--- config.mk ---
export PLATFORM = sky130hd
export DESIGN_NAME = as6d_vp_buffer_rd_ctrl
export DESIGN_NICKNAME = d
export VERILOG_FILES = /design/src/rtl/as6d_vp_buffer_rd_ctrl.sv
export SDC_FILE = /design/constraint.sdc
export NUM_CORES = 1
export LEC_CHECK = 0
export CAP_MARGIN = 40
export CELL_PAD_IN_SITES_DETAIL_PLACEMENT = 2
export CELL_PAD_IN_SITES_GLOBAL_PLACEMENT = 2
export CORE_MARGIN = 1
export CORE_UTILIZATION = 41
export DETAILED_ROUTE_END_ITERATION = 7
export PLACE_DENSITY_LB_ADDON = 0.1
export SYNTH_ARGS = -nofsm -noshare
export SYNTH_HDL_FRONTEND = slang
export SYNTH_SLANG_ARGS = --single-unit
--- constraint.sdc ---
create_clock -name r_clk -period 4.8 [get_ports r_clk]
set_input_delay 0.96 -clock r_clk [delete_from_list [all_inputs] [get_ports r_clk]]
set_output_delay 0.96 -clock r_clk [all_outputs]
set_load 0.1 [all_outputs]
--- src/rtl/as6d_vp_buffer_rd_ctrl.sv ---
// Burst read sequencer for the vp_buffer ECC RAM wrapper: issues CSB/REB/AB strobes,
// returns QB through a credit-protected FWFT skid FIFO, and counts ECC events.
module as6d_vp_buffer_rd_ctrl #(
  parameter int ADDR_WIDTH = 12,
  parameter int DATA_WIDTH = 128,
  parameter int RD_LAT     = 2,
  parameter int FIFO_DEPTH = 4,
  parameter int CNT_WIDTH  = 16
) (
  input  logic                  r_clk,
  input  logic                  r_rst,
  input  logic                  req_valid,
  output logic                  req_ready,
  input  logic [ADDR_WIDTH-1:0] req_addr,
  input  logic [ADDR_WIDTH:0]   req_len,
  output logic                  ram_csb,
  output logic                  ram_reb,
  output logic [ADDR_WIDTH-1:0] ram_ab,
  input  logic [DATA_WIDTH-1:0] ram_qb,
  input  logic                  ram_sbit_err,
  input  logic                  ram_dbit_err,
  output logic                  dout_valid,
  input  logic                  dout_ready,
  output logic [DATA_WIDTH-1:0] dout_data,
  output logic                  dout_last,
  output logic                  dout_derr,
  output logic                  done,
  input  logic                  err_clr,
  output logic [CNT_WIDTH-1:0]  sbit_cnt,
  output logic [CNT_WIDTH-1:0]  dbit_cnt
);

  localparam int PW = (FIFO_DEPTH > 1) ? $clog2(FIFO_DEPTH) : 1;
  localparam int CW = $clog2(FIFO_DEPTH + 1);
  localparam int EW = DATA_WIDTH + 2;
  localparam logic [ADDR_WIDTH:0]   LEN_ONE  = 1;
  localparam logic [ADDR_WIDTH-1:0] ADDR_ONE = 1;
  localparam logic [CNT_WIDTH-1:0]  CNT_ONE  = 1;

  typedef enum logic [1:0] {S_IDLE, S_ISSUE, S_DRAIN, S_DONE} state_t;

  state_t                r_state;
  logic [ADDR_WIDTH-1:0] r_addr;
  logic [ADDR_WIDTH-1:0] r_ab;
  logic [ADDR_WIDTH:0]   r_rem;
  logic [RD_LAT:0]       r_vld_pipe;
  logic [RD_LAT:0]       r_last_pipe;
  logic [EW-1:0]         r_mem [FIFO_DEPTH];
  logic [PW-1:0]         r_wptr, r_rptr;
  logic [CW-1:0]         r_fcnt;
  logic [CNT_WIDTH-1:0]  r_scnt, r_dcnt;

  logic       w_push, w_pop, w_issue, w_credit;
  logic [7:0] w_inflight;
  logic [EW-1:0] w_head;

  assign w_push = r_vld_pipe[RD_LAT];
  assign w_pop  = dout_valid && dout_ready;

  always_comb begin
    w_inflight = '0;
    for (int i = 0; i <= RD_LAT; i++) w_inflight = w_inflight + 8'(r_vld_pipe[i]);
  end

  // A pop this cycle frees a slot before the new strobe can land, which keeps
  // one strobe per cycle sustainable with dout_ready high.
  assign w_credit = (8'(r_fcnt) + w_inflight - 8'(w_pop)) < 8'(FIFO_DEPTH);
  assign w_issue  = (r_state == S_ISSUE) && w_credit && (r_rem != '0);

  always_ff @(posedge r_clk or posedge r_rst) begin
    if (r_rst) begin
      r_state     <= S_IDLE;
      r_addr      <= '0;
      r_ab        <= '0;
      r_rem       <= '0;
      r_vld_pipe  <= '0;
      r_last_pipe <= '0;
    end else begin
      r_vld_pipe  <= {r_vld_pipe[RD_LAT-1:0], w_issue};
      r_last_pipe <= {r_last_pipe[RD_LAT-1:0], w_issue && (r_rem == LEN_ONE)};
      case (r_state)
        S_IDLE: if (req_valid) begin
          r_addr  <= req_addr;
          r_rem   <= req_len;
          r_state <= (req_len == '0) ? S_DONE : S_ISSUE;
        end
        S_ISSUE: if (w_issue) begin
          r_ab   <= r_addr;
          r_addr <= r_addr + ADDR_ONE;
          r_rem  <= r_rem - LEN_ONE;
          if (r_rem == LEN_ONE) r_state <= S_DRAIN;
        end
        S_DRAIN: if (w_pop && dout_last) r_state <= S_DONE;
        S_DONE:  r_state <= S_IDLE;
        default: r_state <= S_IDLE;
      endcase
    end
  end

  assign req_ready = (r_state == S_IDLE);
  assign done      = (r_state == S_DONE);
  assign ram_csb   = r_vld_pipe[0];
  assign ram_reb   = r_vld_pipe[0];
  assign ram_ab    = r_ab;

  always_ff @(posedge r_clk) begin
    if (w_push) r_mem[r_wptr] <= {ram_qb, ram_dbit_err, r_last_pipe[RD_LAT]};
  end

  always_ff @(posedge r_clk or posedge r_rst) begin
    if (r_rst) begin
      r_wptr <= '0;
      r_rptr <= '0;
      r_fcnt <= '0;
    end else begin
      if (w_push) r_wptr <= (r_wptr == PW'(FIFO_DEPTH - 1)) ? '0 : r_wptr + PW'(1);
      if (w_pop)  r_rptr <= (r_rptr == PW'(FIFO_DEPTH - 1)) ? '0 : r_rptr + PW'(1);
      case ({w_push, w_pop})
        2'b10:   r_fcnt <= r_fcnt + CW'(1);
        2'b01:   r_fcnt <= r_fcnt - CW'(1);
        default: r_fcnt <= r_fcnt;
      endcase
    end
  end

  assign w_head     = r_mem[r_rptr];
  assign dout_valid = (r_fcnt != '0);
  assign dout_data  = dout_valid ? w_head[EW-1:2] : '0;
  assign dout_derr  = dout_valid & w_head[1];
  assign dout_last  = dout_valid & w_head[0];

  // ECC flags only mean something on tap cycles, when a requested beat is at QB.
  always_ff @(posedge r_clk or posedge r_rst) begin
    if (r_rst) begin
      r_scnt <= '0;
      r_dcnt <= '0;
    end else if (err_clr) begin
      r_scnt <= CNT_WIDTH'(w_push && ram_sbit_err);
      r_dcnt <= CNT_WIDTH'(w_push && ram_dbit_err);
    end else begin
      if (w_push && ram_sbit_err && (r_scnt != '1)) r_scnt <= r_scnt + CNT_ONE;
      if (w_push && ram_dbit_err && (r_dcnt != '1)) r_dcnt <= r_dcnt + CNT_ONE;
    end
  end

  assign sbit_cnt = r_scnt;
  assign dbit_cnt = r_dcnt;

  always_ff @(posedge r_clk) begin
    if (!r_rst) assert (!(w_push && !w_pop && (r_fcnt == CW'(FIFO_DEPTH))));
  end

endmodule

==> results <==
- The run finished with clean final reports.
- The highest-delay cell along the critical path is sky130_fd_sc_hd__dfrtp_1.
- Summing over every cut layer, the via total after detailed routing is ~14000.
- In this run the post-CTS setup repair buffer count came out at 0.
- Once the floorplan was initialized, standard cells occupied 41.4% of the core.
- The total negative setup slack is 0 ns.
- The fraction of synthesized cell area taken by the top area cell type is a little under two thirds.
- The congestion estimate from routability-driven global placement came to ~0.78.
- The initial antenna violation count is 14.
- Port buffering added 338 buffers.
- After clock tree synthesis, the clock-pin slew on the worst setup and hold paths is approximately 0.06 ns.
- Among cell families on the critical path, the largest total delay comes from simple AND/OR/NAND/NOR gates.
- In the routed design, unresolved DRC markers number 0.
- The insertion delay of the later-clocked pin in the worst-skew pair is approximately 0.61 ns.
- The cell area after synthesis is 24500 µm².
- In the finished design, the share of the clock period the worst path needs comes to between 80% and 90%.
- Among the stages of the critical path, the cell type that occurs most often is sky130_fd_sc_hd__ha_1.
- For this run, asynchronously set or reset flops after synthesis account for between 10% and 20%.
- The number of max-slew violations in the final report is 0.
- The leading area contributor after synthesis is sky130_fd_sc_hd__edfxtp_1.
- The growth of design area from synthesis to finish is 29.6%.
- The predominant post-synthesis flop cell is sky130_fd_sc_hd__edfxtp_1.
- The share of final-layout standard cells stronger than drive strength 1 is about a quarter.
- The tree built by TritonCTS fans out to around 600 sinks.
- Dividing the detail-routed wire length by the instance count gives 26.6 µm.
- After synthesis, the mean cell area works out to 18.0 µm².
- The die is between 200 and 250 µm tall.
- In this run the critical register-to-register path is launched from r_fcnt[0]$_DFFE_PP0P_.
- The H-tree generated during clock tree synthesis spans 3 levels.
- The detailed-routing iteration count for the pre-antenna-repair pass is 4.
- The number of flip-flops and latches in the synthesized netlist is about 600.
- The filler cells instantiated in the layout total approximately 5200.
- Counting every instance in the synthesized netlist gives between 1000 and 1500.
- The mean number of vias per cell is approximately 5.4.
- After the first detailed-routing iteration, the DRC count stood at 603.
- The worst clock skew is 0.0208 ns.
- The initialized floorplan defines 89 standard-cell rows.
- The TritonCTS clock tree is yes.
- STA classifies the critical path endpoint as a flip-flop.
- Setup repair after global routing left no endpoint under its margin.
- By area the synthesized netlist is led by sky130_fd_sc_hd__edfxtp_1 (64%), sky130_fd_sc_hd__mux4_2 (12%), sky130_fd_sc_hd__dfrtp_1 (8.6%), sky130_fd_sc_hd__and2_1 (3.5%), sky130_fd_sc_hd__ha_1 (1.1%).
- The first global-routing pass estimated between 100000 and 150000 µm of wire.
- Sorting the synthesized cells by how often they occur yields sky130_fd_sc_hd__edfxtp_1 (520), sky130_fd_sc_hd__and2_1 (137), sky130_fd_sc_hd__mux4_2 (130).
- The number of different library cells used by synthesis comes to 66.
- Walking the worst path, the cells encountered are or3_4 > and2_0 > ha_1 > fa_1 > inv_1 > ha_1 > and3b_1 > nor3_1 > o211ai_4 > buf_4 > a21oi_4 > mux2_2.
- The clock period minus worst slack is 3.93 ns.
- The portion of the post-synthesis area used by sequential elements is between 70% and 80%.
- The number of global-route vias before repair was about 16000.
- The max capacitance violation total is 0.
- The startpoint type of the worst setup path is a flip-flop.
- The largest fanout on the critical path is 26.
- The number of enable flip-flop cells after synthesis is between 500 and 600.
- The number of synthesis warnings is 0.
- Summed over all layers, the routed wires come to between 60000 and 70000 µm.
- The normalized max-slew margin is 46.2%.
- The number of buffers between clock root and the deepest sink is 3.
- The post-cts sizing count is 0.
- The worst setup path is of the flip-flop to flip-flop kind.
- The critical path starts at r_fcnt[0]$_DFFE_PP0P_.
- The cell at the root of the clock tree is sky130_fd_sc_hd__clkbuf_16.
- The worst-margin pin slew is approximately 0.81 ns.
- The count of endpoints failing hold in the final timing report is 0.
- The placeable core region is about 59000 µm².
- The number of routed nets with antenna violations is 0.
- The number of nets in the final layout is approximately 2000.
- The count of hold-fix buffers inserted at cts is 0.
- The number of nets in the synthesized netlist is about 1500.
- The total congestion overflow after global routing is 0.
- At the end of the flow the core is filled with cells to a little over half.
- The highest clock rate is 255 MHz.
- The hold path startpoint is r_last_pipe[1]$_DFF_PP0_.
- The horizontal die dimension is approximately 250 µm.
- The boundary pin count is about 340.
- The final count of negative-setup-slack endpoints is 0.
- The placed wire-length estimate after detailed placement is around 45000 µm.
- The cell with the most instances after synthesis is sky130_fd_sc_hd__edfxtp_1.
- In the global route stage, overall resource usage came out at between 20% and 30%.
- The data required time of the critical path is 5.28 ns.
- The number of clock buffers inserted by TritonCTS is between 60 and 70.
- The die covers around 61000 µm².
- The arrival time reported for the critical path endpoint is about 4.4 ns.
- The type of the worst min-delay path is flip-flop to flip-flop.
- The pin count of the biggest net entering global routing is 78.
- The highest cell delay on the worst timing path is slightly above 0.4 ns.
- The critical path contains buffers and inverters numbering 2 combined.
==> kinds of logic (layout without fill, tap and decap cells) <==
logic type / count (synthesis) / in the layout / synth area share (%)
DFF: 604 / 604 / 72.4
adders and majority gates: 23 / 23 / 1.24
other: 0 / 8 / 0
buffers and inverters: 100 / 574 / 1.69
and+or+nand+nor: 346 / 346 / 7.75
AOI/OAI and AO/OA: 125 / 125 / 3.62
muxes: 140 / 140 / 12.4
xor gates and xnor gates: 24 / 24 / 0.859
==> through the flow <==
step / hold WS [ns] / worst slack, ns / cells / cell area, µm²
finish: 0.351 / 0.872 / 2617 / 31700
CTS: 0.350 / 0.825 / 2609 / 31700
global route: 0.380 / 0.666 / 2614 / 31700
detailed placement: 0.338 / 0.304 / 2492 / 29600
floorplan: 0.331 / 0.646 / 1362 / 24500
global placement: 0.333 / 0.327 / 2428 / 28500
==> worst paths after layout <==
kind                                                  to  slack (ns)  cells after the start
min in group asynchronous          ram_ab[1]$_DFFE_PP0P_        0.73                      2
max in group asynchronous        sbit_cnt[1]$_DFFE_PP0P_        3.22                      3
worst max register to register     r_addr[1]$_DFFE_PP0P_        0.87                     12
worst max-delay path               r_addr[1]$_DFFE_PP0P_        0.87                     12
worst min-delay path            r_last_pipe[2]$_DFF_PP0_        0.35                      0
worst min register to register  r_last_pipe[2]$_DFF_PP0_        0.35                      0
==> sequential cells by signal, summed over array words and instances, names as in the netlist, 12 cells and up <==
name,cells
dbit_cnt,16
r_addr,12
r_mem,520
r_rem,13
ram_ab,12
sbit_cnt,16
==> area by class of cell <==
type / instances / area [µm²] / share of cell area, %
Antenna cell: 8 / 20.0 / 0.0631
Clock buffer: 86 / 1790 / 5.64
Clock inverter: 31 / 259 / 0.817
Inverter: 30 / 114 / 0.359
Multi-Input combinational cell: 658 / 6340 / 20.0
Sequential cell: 604 / 17700 / 55.9
Tap cell: 773 / 967 / 3.05
Timing Repair Buffer: 427 / 4490 / 14.2
==> metal layers <==
layer	GRT usage, %	vias to the layer above	routed length (µm)
met5	0	-	112
met4	6.74	16	1580
met3	5.58	107	3700
met2	40.8	322	36800
met1	28.5	7518	27400
li1	-	6218	-
==> worst register-to-register path, delay by kind of cell (launching register included) <==
family | cells | cell delay, ns
multiplexers | 1 | 0.38
AO/OA/AOI/OAI | 2 | 0.61
buffers and inverters | 2 | 0.35
flip-flops | 1 | 0.41
adder cells (fa/ha/maj) | 3 | 0.88
AND/OR/NAND/NOR | 4 | 1.20
==> placed cells by master (no fill, tap or decap), types with 8 or more instances in the layout <==
cell                                n
sky130_fd_sc_hd__clkinv_1          13
sky130_fd_sc_hd__inv_1             28
sky130_fd_sc_hd__mux4_2           130
sky130_fd_sc_hd__diode_2            8
sky130_fd_sc_hd__a21oi_1           19
sky130_fd_sc_hd__nor3_1            15
sky130_fd_sc_hd__o211ai_1           8
sky130_fd_sc_hd__buf_8             49
sky130_fd_sc_hd__xor2_1            14
sky130_fd_sc_hd__nand2_1           64
sky130_fd_sc_hd__clkdlybuf4s50_1  217
sky130_fd_sc_hd__xnor2_1           10
sky130_fd_sc_hd__nand4_1           12
sky130_fd_sc_hd__and3_1            10
sky130_fd_sc_hd__ha_1              21
sky130_fd_sc_hd__o21ai_0           34
sky130_fd_sc_hd__clkbuf_16         68
sky130_fd_sc_hd__clkinv_2           8
sky130_fd_sc_hd__edfxtp_1         520
sky130_fd_sc_hd__buf_4            140
sky130_fd_sc_hd__nor2_1            50
sky130_fd_sc_hd__nand3_1           18
sky130_fd_sc_hd__and2_1           133
sky130_fd_sc_hd__dfrtp_1           82
sky130_fd_sc_hd__buf_16            15
sky130_fd_sc_hd__clkbuf_1          16
Power is left out: the tool's default activity adds up to more than one toggle a clock period on the data nets, which glitch-free logic cannot reach.
